<file path="config.mk">
export PLATFORM = sky130hd
export DESIGN_NAME = register_file_ram_flat
export DESIGN_NICKNAME = d
export VERILOG_FILES = /design/src/rtl/cpu_pkg.sv /design/src/rtl/register_file_ram_if.sv /design/src/rtl/regfile_scrub_ctrl.sv /design/src/rtl/register_file_ram.sv /design/src/flat_wrapper.sv
export SDC_FILE = /design/constraint.sdc
export NUM_CORES = 1
export LEC_CHECK = 0
export BUFFER_PORTS_ARGS = -buffer_cell sky130_fd_sc_hd__clkbuf_2
export CAP_MARGIN = 10
export CORE_UTILIZATION = 55
export CTS_BUF_LIST = sky130_fd_sc_hd__clkbuf_16
export CTS_CLUSTER_SIZE = 28
export DETAILED_ROUTE_END_ITERATION = 10
export GPL_ROUTABILITY_DRIVEN = 1
export GPL_TIMING_DRIVEN = 0
export PLACE_DENSITY = 0.7
export SLEW_MARGIN = 20
export SYNTH_ARGS = -nofsm -noshare
export SYNTH_HDL_FRONTEND = slang
export SYNTH_HIERARCHICAL = 1
export SYNTH_SLANG_ARGS = --single-unit
</file>
<file path="constraint.sdc">
create_clock -name Clock -period 6.8 [get_ports Clock]
set_clock_uncertainty 0.2 [all_clocks]
set_input_delay 1.02 -clock Clock [delete_from_list [all_inputs] [get_ports Clock]]
set_output_delay 1.02 -clock Clock [all_outputs]
set_load 0.01 [all_outputs]
</file>
<file path="src/rtl/cpu_pkg.sv">
// cpu_pkg: shared constants and types
// for the CPU register file slice.
package cpu_pkg;

  localparam int DATA_W = 24;
  localparam int ADDR_W = 4;

  typedef logic [ADDR_W-1:0] reg_idx_t;

  typedef enum logic {
    SCRUB = 1'b0,
    READY = 1'b1
  } scrub_state_t;

endpackage

</file>
<file path="src/rtl/register_file_ram_if.sv">
// register_file_ram_if: read/write port bundle
// between the pipeline and the register file.
interface register_file_ram_if #(
  parameter int DATA_W = cpu_pkg::DATA_W,
  parameter int ADDR_W = cpu_pkg::ADDR_W
);

  logic [ADDR_W-1:0] RS;
  logic [ADDR_W-1:0] RT;
  logic [ADDR_W-1:0] RD;
  logic [DATA_W-1:0] WriteData;
  logic              RegWrite;
  logic [DATA_W-1:0] ReadRS;
  logic [DATA_W-1:0] ReadRT;
  logic              Busy;

  modport master (
    output RS,
    output RT,
    output RD,
    output WriteData,
    output RegWrite,
    input  ReadRS,
    input  ReadRT,
    input  Busy
  );

  modport slave (
    input  RS,
    input  RT,
    input  RD,
    input  WriteData,
    input  RegWrite,
    output ReadRS,
    output ReadRT,
    output Busy
  );

endinterface

</file>
<file path="src/rtl/regfile_scrub_ctrl.sv">
// regfile_scrub_ctrl: post-reset clear sequencer,
// one entry per cycle, Busy until the last entry.
module regfile_scrub_ctrl #(
  parameter int ADDR_W   = cpu_pkg::ADDR_W,
  parameter int NUM_REGS = 2**ADDR_W
) (
  input  logic              Clock,
  input  logic              Reset,
  output logic              Busy,
  output logic              ClrWe,
  output logic [ADDR_W-1:0] ClrIdx
);

  import cpu_pkg::*;

  localparam logic [ADDR_W-1:0] LAST =
    ADDR_W'(NUM_REGS - 1);

  // Power-up value makes the first NUM_REGS
  // cycles scrub even without a Reset pulse.
  scrub_state_t      state = SCRUB;
  scrub_state_t      state_n;
  logic [ADDR_W-1:0] idx = '0;
  logic [ADDR_W-1:0] idx_n;

  always_ff @(posedge Clock) begin
    if (Reset) begin
      state <= SCRUB;
      idx   <= '0;
    end else begin
      state <= state_n;
      idx   <= idx_n;
    end
  end

  always_comb begin
    state_n = state;
    idx_n   = idx;
    unique case (state)
      SCRUB: begin
        if (idx == LAST) begin
          state_n = READY;
          idx_n   = '0;
        end else begin
          idx_n = idx + ADDR_W'(1);
        end
      end
      READY: begin
        state_n = READY;
      end
      default: begin
        state_n = SCRUB;
        idx_n   = '0;
      end
    endcase
  end

  always_comb begin
    Busy   = (state == SCRUB);
    ClrWe  = (state == SCRUB) && !Reset;
    ClrIdx = idx;
  end

endmodule

</file>
<file path="src/rtl/register_file_ram.sv">
// register_file_ram: 2R/1W register file on
// distributed RAM with scrub, zero reg and bypass.
module register_file_ram #(
  parameter int DATA_W   = cpu_pkg::DATA_W,
  parameter int ADDR_W   = cpu_pkg::ADDR_W,
  parameter int NUM_REGS = 2**ADDR_W,
  parameter bit ZERO_REG = 1'b1,
  parameter bit BYPASS   = 1'b1
) (
  input logic                Clock,
  input logic                Reset,
  register_file_ram_if.slave bus
);

  import cpu_pkg::*;

  logic [DATA_W-1:0] regs [NUM_REGS];

  logic              busy;
  logic              clr_we;
  logic [ADDR_W-1:0] clr_idx;

  logic              wr_ok;
  logic              wen;
  logic [ADDR_W-1:0] waddr;
  logic [DATA_W-1:0] wdata;

  logic rs_ok;
  logic rt_ok;

  regfile_scrub_ctrl #(
    .ADDR_W   (ADDR_W),
    .NUM_REGS (NUM_REGS)
  ) u_scrub (
    .Clock  (Clock),
    .Reset  (Reset),
    .Busy   (busy),
    .ClrWe  (clr_we),
    .ClrIdx (clr_idx)
  );

  assign bus.Busy = busy;

  // A usable index is in range and not the
  // hardwired zero register.
  always_comb begin
    wr_ok = bus.RegWrite && !busy &&
            (int'(bus.RD) < NUM_REGS) &&
            !(ZERO_REG && bus.RD == '0);
    rs_ok = (int'(bus.RS) < NUM_REGS) &&
            !(ZERO_REG && bus.RS == '0);
    rt_ok = (int'(bus.RT) < NUM_REGS) &&
            !(ZERO_REG && bus.RT == '0);
  end

  always_comb begin
    wen   = clr_we || wr_ok;
    waddr = clr_we ? clr_idx : bus.RD;
    wdata = clr_we ? '0 : bus.WriteData;
  end

  // No reset on the array so it maps to LUT RAM.
  always_ff @(posedge Clock) begin
    if (wen) begin
      regs[waddr] <= wdata;
    end
  end

  always_comb begin
    bus.ReadRS = '0;
    if (!busy && rs_ok) begin
      if (BYPASS && wr_ok && bus.RD == bus.RS) begin
        bus.ReadRS = bus.WriteData;
      end else begin
        bus.ReadRS = regs[bus.RS];
      end
    end
  end

  always_comb begin
    bus.ReadRT = '0;
    if (!busy && rt_ok) begin
      if (BYPASS && wr_ok && bus.RD == bus.RT) begin
        bus.ReadRT = bus.WriteData;
      end else begin
        bus.ReadRT = regs[bus.RT];
      end
    end
  end

endmodule

</file>
<file path="src/flat_wrapper.sv">
// flat-port wrapper written by rule: the top's interface ports become plain ports
module register_file_ram_flat import cpu_pkg::*;
#(
  parameter int DATA_W   = cpu_pkg::DATA_W,
  parameter int ADDR_W   = cpu_pkg::ADDR_W,
  parameter int NUM_REGS = 2**ADDR_W,
  parameter bit ZERO_REG = 1'b1,
  parameter bit BYPASS   = 1'b1
)
  (Clock, Reset, bus_RS, bus_RT, bus_RD, bus_WriteData, bus_RegWrite, bus_ReadRS, bus_ReadRT, bus_Busy);
  register_file_ram_if #(.DATA_W(DATA_W), .ADDR_W(ADDR_W)) bus_i ();
  input logic Clock;
  input logic Reset;
  input wire logic [$bits(bus_i.RS)-1:0] bus_RS;
  input wire logic [$bits(bus_i.RT)-1:0] bus_RT;
  input wire logic [$bits(bus_i.RD)-1:0] bus_RD;
  input wire logic [$bits(bus_i.WriteData)-1:0] bus_WriteData;
  input wire logic [$bits(bus_i.RegWrite)-1:0] bus_RegWrite;
  output wire logic [$bits(bus_i.ReadRS)-1:0] bus_ReadRS;
  output wire logic [$bits(bus_i.ReadRT)-1:0] bus_ReadRT;
  output wire logic [$bits(bus_i.Busy)-1:0] bus_Busy;
  assign bus_i.RS = bus_RS;
  assign bus_i.RT = bus_RT;
  assign bus_i.RD = bus_RD;
  assign bus_i.WriteData = bus_WriteData;
  assign bus_i.RegWrite = bus_RegWrite;
  assign bus_ReadRS = bus_i.ReadRS;
  assign bus_ReadRT = bus_i.ReadRT;
  assign bus_Busy = bus_i.Busy;
  register_file_ram #(.DATA_W(DATA_W), .ADDR_W(ADDR_W), .NUM_REGS(NUM_REGS), .ZERO_REG(ZERO_REG), .BYPASS(BYPASS)) u_core (.Clock(Clock), .Reset(Reset), .bus(bus_i));
endmodule
</file>
==> run_results.csv, run 1 <==
group,metric,value,unit
logic_synthesis,ys.flop_type,"edfxtp_1",
route,drcViolationCount,0,
power_and_ir_drop,p_leak,7.33,nW
route,first_pass_iters,8,
power_and_ir_drop,p_per_area,239,nW/µm²
cts,post_cts_resized,0,
worst_setup_path,crit_path_end_kind,"output port",
layout,drive_gt1_share,26.4,%
logic_synthesis,synthTopCellsByArea,"edfxtp_1, mux4_2, mux2i_1",
global_route,grt_pass1_wl,85900,µm
cts,clk_path_buf_depth,3,
layout,syn_to_final_growth,13.8,%
logic_synthesis,synthTopCellsByCount,"edfxtp_1, mux2i_1, mux4_2, o22ai_1, buf_2",
worst_setup_path,start_kind,"input port",
logic_synthesis,synth_cell_types,42,
cts,root_buffer,"clkbuf_16",
logic_synthesis,yosysTopAreaCell,"edfxtp_1",
sta,fmax,0.208,GHz
layout,fillerInstances,2442,
sta,finalCriticalPeriod,4.81,ns
layout,instances_no_fill,1794,
layout,seqCellArea,11600,µm²
worst_setup_path,worstPathArrival,3.59,ns
sta,setup_violations,0,
logic_synthesis,synth_seq_cells,389,
logic_synthesis,yosysSeqAreaShare,61.6,%
cts,cts_setup_buffers,0,
logic_synthesis,synth_nets,1224,
sta,max_slew_margin,25.4,%
route,wire_per_inst,33.8,µm
worst_setup_path,crit_type,"input port to output port",
worst_setup_path,required,5.58,ns
global_route,grt_pass1_vias,12824,
floorplanning,rows,67,
placement,dp.cells,1726,
global_route,globalRoute.totalOverflow,0,
cts,cts_tree,"built",
global_route,grtUsageTotal,34.7,%
logic_synthesis,ys_warn_count,6,
floorplanning,die-area,35100,µm²
worst_setup_path,cp_max_fo,10,
logic_synthesis,syn_avg_cell_area,16.0,µm²
sta,hold_violations,0,
worst_hold_path,min_path_type,"flip-flop to flip-flop",
cts,path_clk_slew,0.06,ns
route,drtIter0Drc,2107,
logic_synthesis,synth_area,18900,µm²
route,vias,13049,
power_and_ir_drop,ir_drop,0.000207,V
status,outcome,"finished clean",
placement,io_buffers,78,
placement,gp_congestion,0.869,
job,maxCapViolations,0,
route,via_per_inst,7.27,
route,antenna_left,0,
global_route,grt_start_max_net_pins,18,
layout,fin_nets,1361,
sta,finalSetupTns,0,ns
cts,cts.sinks,389,
floorplanning,start_util,56.1,%
cts,cts_buffers,41,
sta,maxSlewViolCount,0,
floorplanning,die_h,187,µm
cts,clock_latency,0.54,ns
cts,ctsHoldBuffers,0,
logic_synthesis,synth_edf_count,384,
layout,multi_input_area,6760,µm²
logic_synthesis,synthArstFlopShare,0,%
floorplanning,ios,88,
layout,diodes,0,
logic_synthesis,yosysMostFrequentCell,"edfxtp_1",
floorplanning,die_w,187,µm
logic_synthesis,synth_top_area_share,61.0,%
route,wirelength,60700,µm
placement,hpwl,39500,µm
sta,rsz0062_at_grt,"false",
floorplanning,core_region_area,33700,µm²
global_route,grt_antenna_before_repair,0,
sta,timing.final.crit_share,70.7,%
sta,tightest_slew,1.12,ns
cts,h-tree-depth,2,
logic_synthesis,syn_inst,1184,
-- state kept, by name, indices dropped and copies added (netlist names) --
name and count:
u_core/u_scrub/ClrIdx 4, u_core/regs 384, u_core/u_scrub/state 1
-- cell families (layout without fill, tap and decap cells) --
family | after synthesis | count (layout) | share of synthesized area, %
mux | 291 | 291 | 21.8
compound gates | 256 | 256 | 9.21
flops | 389 | 389 | 61.6
simple gates | 124 | 124 | 3.64
fa+ha+maj | 1 | 1 | 0.0662
buf+inv | 114 | 276 | 3.32
xor+xnor | 9 | 9 | 0.417
-- stage by stage --
stage	util, %	power, W	setup slack (ns)	instance area [µm²]	hold WS, ns
3_3_place_gp	58.9	0.00318	0.765	19800	0.341
2_1_floorplan	-	0.00302	3.20	18900	0.303
5_1_grt	63.8	0.00525	2.03	21500	0.408
6_report	63.8	0.00514	1.99	21500	0.388
3_5_place_dp	60.4	0.00320	2.12	20400	0.372
4_1_cts	63.8	0.00512	2.14	21500	0.383
-- worst paths after layout --
| check | start | end | slack (ns) | cells past startpoint |
|---|---|---|---|---|
| max reg2reg | u_core/u_scrub/state | u_core/regs[11][19] | 2.88 | 6 |
| min reg2reg | u_core/u_scrub/ClrIdx[3] | u_core/u_scrub/state | 0.39 | 2 |
| min | u_core/u_scrub/ClrIdx[3] | u_core/u_scrub/state | 0.39 | 2 |
| max | bus_RT[2] | bus_ReadRT[20] | 1.99 | 8 |
-- cell type report --
type / count / area share, %
Clock buffer: 41 / 4.77
Buffer: 110 / 2.85
Multi-Input combinational cell: 681 / 31.4
Inverter: 4 / 0.0698
Timing Repair Buffer: 94 / 3.62
Tap cell: 448 / 2.61
Clock inverter: 27 / 0.564
Sequential cell: 389 / 54.1
-- where the power goes --
group / internal (W) / leakage [nW] / switching [W]
sequential: 0.00267 / 3.56 / 0.0000164
combinational: 0.000165 / 3.17 / 0.000312
clock: 0.00109 / 0.591 / 0.000887
total: 0.00393 / 7.33 / 0.00122
-- layout by cell type, fill, tap and decap left out, types with 7 or more instances in the layout --
cell type  count
nor2_4        16
buf_16         9
a211oi_1      48
mux2i_1      193
xnor2_1        9
o22ai_1       96
clkbuf_2      79
clkinv_2       8
clkbuf_1      22
buf_2         63
edfxtp_1     384
a21oi_1        7
buf_12         7
inv_1          9
buf_6          8
mux4_2        96
nor2b_1       24
nor2_1         8
buf_4         16
o31ai_1       48
nand3_1       47
a31oi_1       47
clkbuf_16     41
clkinv_1      12
-- per-layer routing --
metal  vias up  global-route usage (%)  share of wire (%)
met5         -                    1.65               0.12
met4         2                    14.1                4.2
met3       178                    10.4                 15
met2      1103                    51.4                 44
met1      6545                    48.2                 37
li1       5221                       -                  -
-- worst max-delay path: stages --
cell	delay, ns
buf_2	0.21
buf_2	0.30
nand3b_1	0.36
clkbuf_1	0.65
o22ai_1	0.17
a211oi_1	0.54
a31oi_1	0.17
clkbuf_2	0.16
Note: power is estimated with default switching activity, not from simulation.
==> run 2: changes to the inputs <==
PLACE_DENSITY = 0.72   (was 0.7)
clock period = 4.4 ns   (was 6.8 ns; I/O delays follow)
==> run_results.csv, run 2 (same netlist as run 1, synthesis figures left out) <==
group,metric,value,unit
status,outcome,"finished clean",
worst_setup_path,rr_startpoint,"u_core/u_scrub/state",
cts,h-tree-depth,2,
global_route,grt_antenna_before_repair,0,
layout,mostFrequentLayoutCells,"edfxtp_1, mux2i_1, mux4_2, o22ai_1, clkbuf_2",
worst_setup_path,crit_type,"input port to output port",
global_route,grtUsageTotal,34.9,%
layout,fillerInstances,2366,
route,wirelength,61300,µm
floorplanning,die_h,187,µm
sta,rsz0062_at_grt,"false",
placement,gp_congestion,0.933,
cts,path_clk_slew,0.06,ns
worst_setup_path,cp_max_fo,10,
sta,timing.final.crit_share,92.2,%
route,antenna_left,0,
route,drcViolationCount,0,
route,first_pass_iters,6,
floorplanning,rows,67,
layout,fin_nets,1361,
cts,ctsHoldBuffers,0,
layout,syn_to_final_growth,15.0,%
sta,tightest_slew,1.18,ns
sta,maxSlewViolCount,0,
route,drtIter0Drc,2151,
floorplanning,core_region_area,33700,µm²
sta,max_slew_margin,21.0,%
worst_setup_path,endpoint,"bus_ReadRT[2]",
global_route,globalRoute.totalOverflow,0,
job,maxCapViolations,0,
worst_setup_path,r2r_slack,0.57,ns
route,wire_per_inst,34.0,µm
worst_setup_path,crit_start,"bus_RT[1]",
cts,post_cts_resized,0,
layout,fin_util,64.5,%
route,via_per_inst,7.44,
layout,regMostFlops,"u_core/regs",
global_route,grt_pass1_wl,86900,µm
worst_setup_path,required,3.54,ns
sta,fmax,0.246,GHz
layout,seqCellArea,11600,µm²
global_route,grt_start_max_net_pins,18,
power_and_ir_drop,p_leak,7.43,nW
floorplanning,die_w,187,µm
cts,cts_buffers,41,
route,vias,13407,
layout,largest_reg_flops,384,
floorplanning,start_util,56.1,%
placement,post-place-ws,0.387,ns
worst_hold_path,min_path_type,"input port to flip-flop",
placement,hpwl,39400,µm
layout,multi_input_area,6760,µm²
sta,layout_setup_ws,0.341,ns
layout,instances_no_fill,1803,
worst_setup_path,worstPathArrival,3.20,ns
sta,hold_violations,0,
power_and_ir_drop,p_per_area,382,nW/µm²
cts,cts.sinks,389,
layout,drive_gt1_share,26.8,%
placement,io_buffers,78,
worst_setup_path,crit_path_end_kind,"output port",
cts,cts_setup_buffers,0,
worst_setup_path,r2r_end,"u_core/regs[11][19]",
floorplanning,ios,88,
sta,setup_violations,0,
placement,dp.cells,1726,
cts,cts_tree,"built",
cts,clk_path_buf_depth,3,
global_route,grt_pass1_vias,12896,
cts,clock_latency,0.53,ns
power_and_ir_drop,ir_drop,0.000322,V
floorplanning,die-area,35100,µm²
worst_setup_path,start_kind,"input port",
cts,root_buffer,"clkbuf_16",
sta,finalCriticalPeriod,4.06,ns
layout,layout_commonest_cell,"edfxtp_1",
worst_setup_path,r2r.worst_path.cells,6,
run 2: cell types whose count changed in the layout (fill, tap and decap cells not counted):
cell / before / now
inv_1: 9 / 11
bufinv_16: 0 / 4
clkinv_1: 12 / 11
diode_2: 0 / 1
inv_6: 2 / 1
clkbuf_16: 41 / 43
clkinvlp_4: 0 / 2
buf_12: 7 / 1
buf_16: 9 / 15
run 2: report_power, final:
| group | internal, W | switching [W] |
|---|---|---|
| registers | 0.00413 | 0.0000273 |
| logic | 0.000258 | 0.000487 |
| clock network | 0.00200 | 0.00140 |
run 2: area by class of cell:
class                           instances  share of cell area, %
Sequential cell                       389                   53.5
Multi-Input combinational cell        681                   31.1
Clock buffer                           43                   4.95
Timing Repair Buffer                   94                   3.79
Buffer                                110                   2.82
Tap cell                              448                   2.58
Clock inverter                         33                   1.16
Inverter                                4                 0.0691
Antenna cell                            1                 0.0115
run 2: per-layer routing:
layer  wire, µm  track usage, %  up-vias  share of wire (%)
met5          0               0        -                  0
met4       2830            15.1        0                4.6
met3       9930            12.3      203                 16
met2      26400            50.4     1288                 43
met1      22200            48.0     6684                 36
li1           -               -     5232                  -
run 2: how the worst min path moves through the flow:
stage,start,end,slack (ns),cells after the start
2_1_floorplan,u_core/u_scrub/ClrIdx[3],u_core/u_scrub/ClrIdx[3],0.30,2
3_3_place_gp,u_core/u_scrub/ClrIdx[3],u_core/u_scrub/ClrIdx[3],0.34,2
3_5_place_dp,u_core/u_scrub/ClrIdx[3],u_core/u_scrub/ClrIdx[3],0.36,2
4_1_cts,Reset,u_core/u_scrub/state,0.16,2
5_1_grt,Reset,u_core/u_scrub/ClrIdx[2],0.20,2
6_report,Reset,u_core/u_scrub/state,0.19,2
run 2: worst max-delay path, stage by stage:
cell and delay, ns:
buf_2 0.19, buf_4 0.22, buf_2 0.34, clkbuf_1 0.73, nand3_1 0.40, a31oi_1 0.43, clkbuf_2 0.20
run 2: per-stage QoR:
step                setup TNS, ns  instance area [µm²]  hold WS (ns)  total power (W)
CTS                             0                21700         0.162          0.00829
global placement          -368.18                19800         0.340          0.00490
detailed placement              0                20400         0.356          0.00495
floorplan                       0                18900         0.303          0.00467
finish                          0                21700         0.187          0.00830
global route                    0                21700         0.195          0.00848
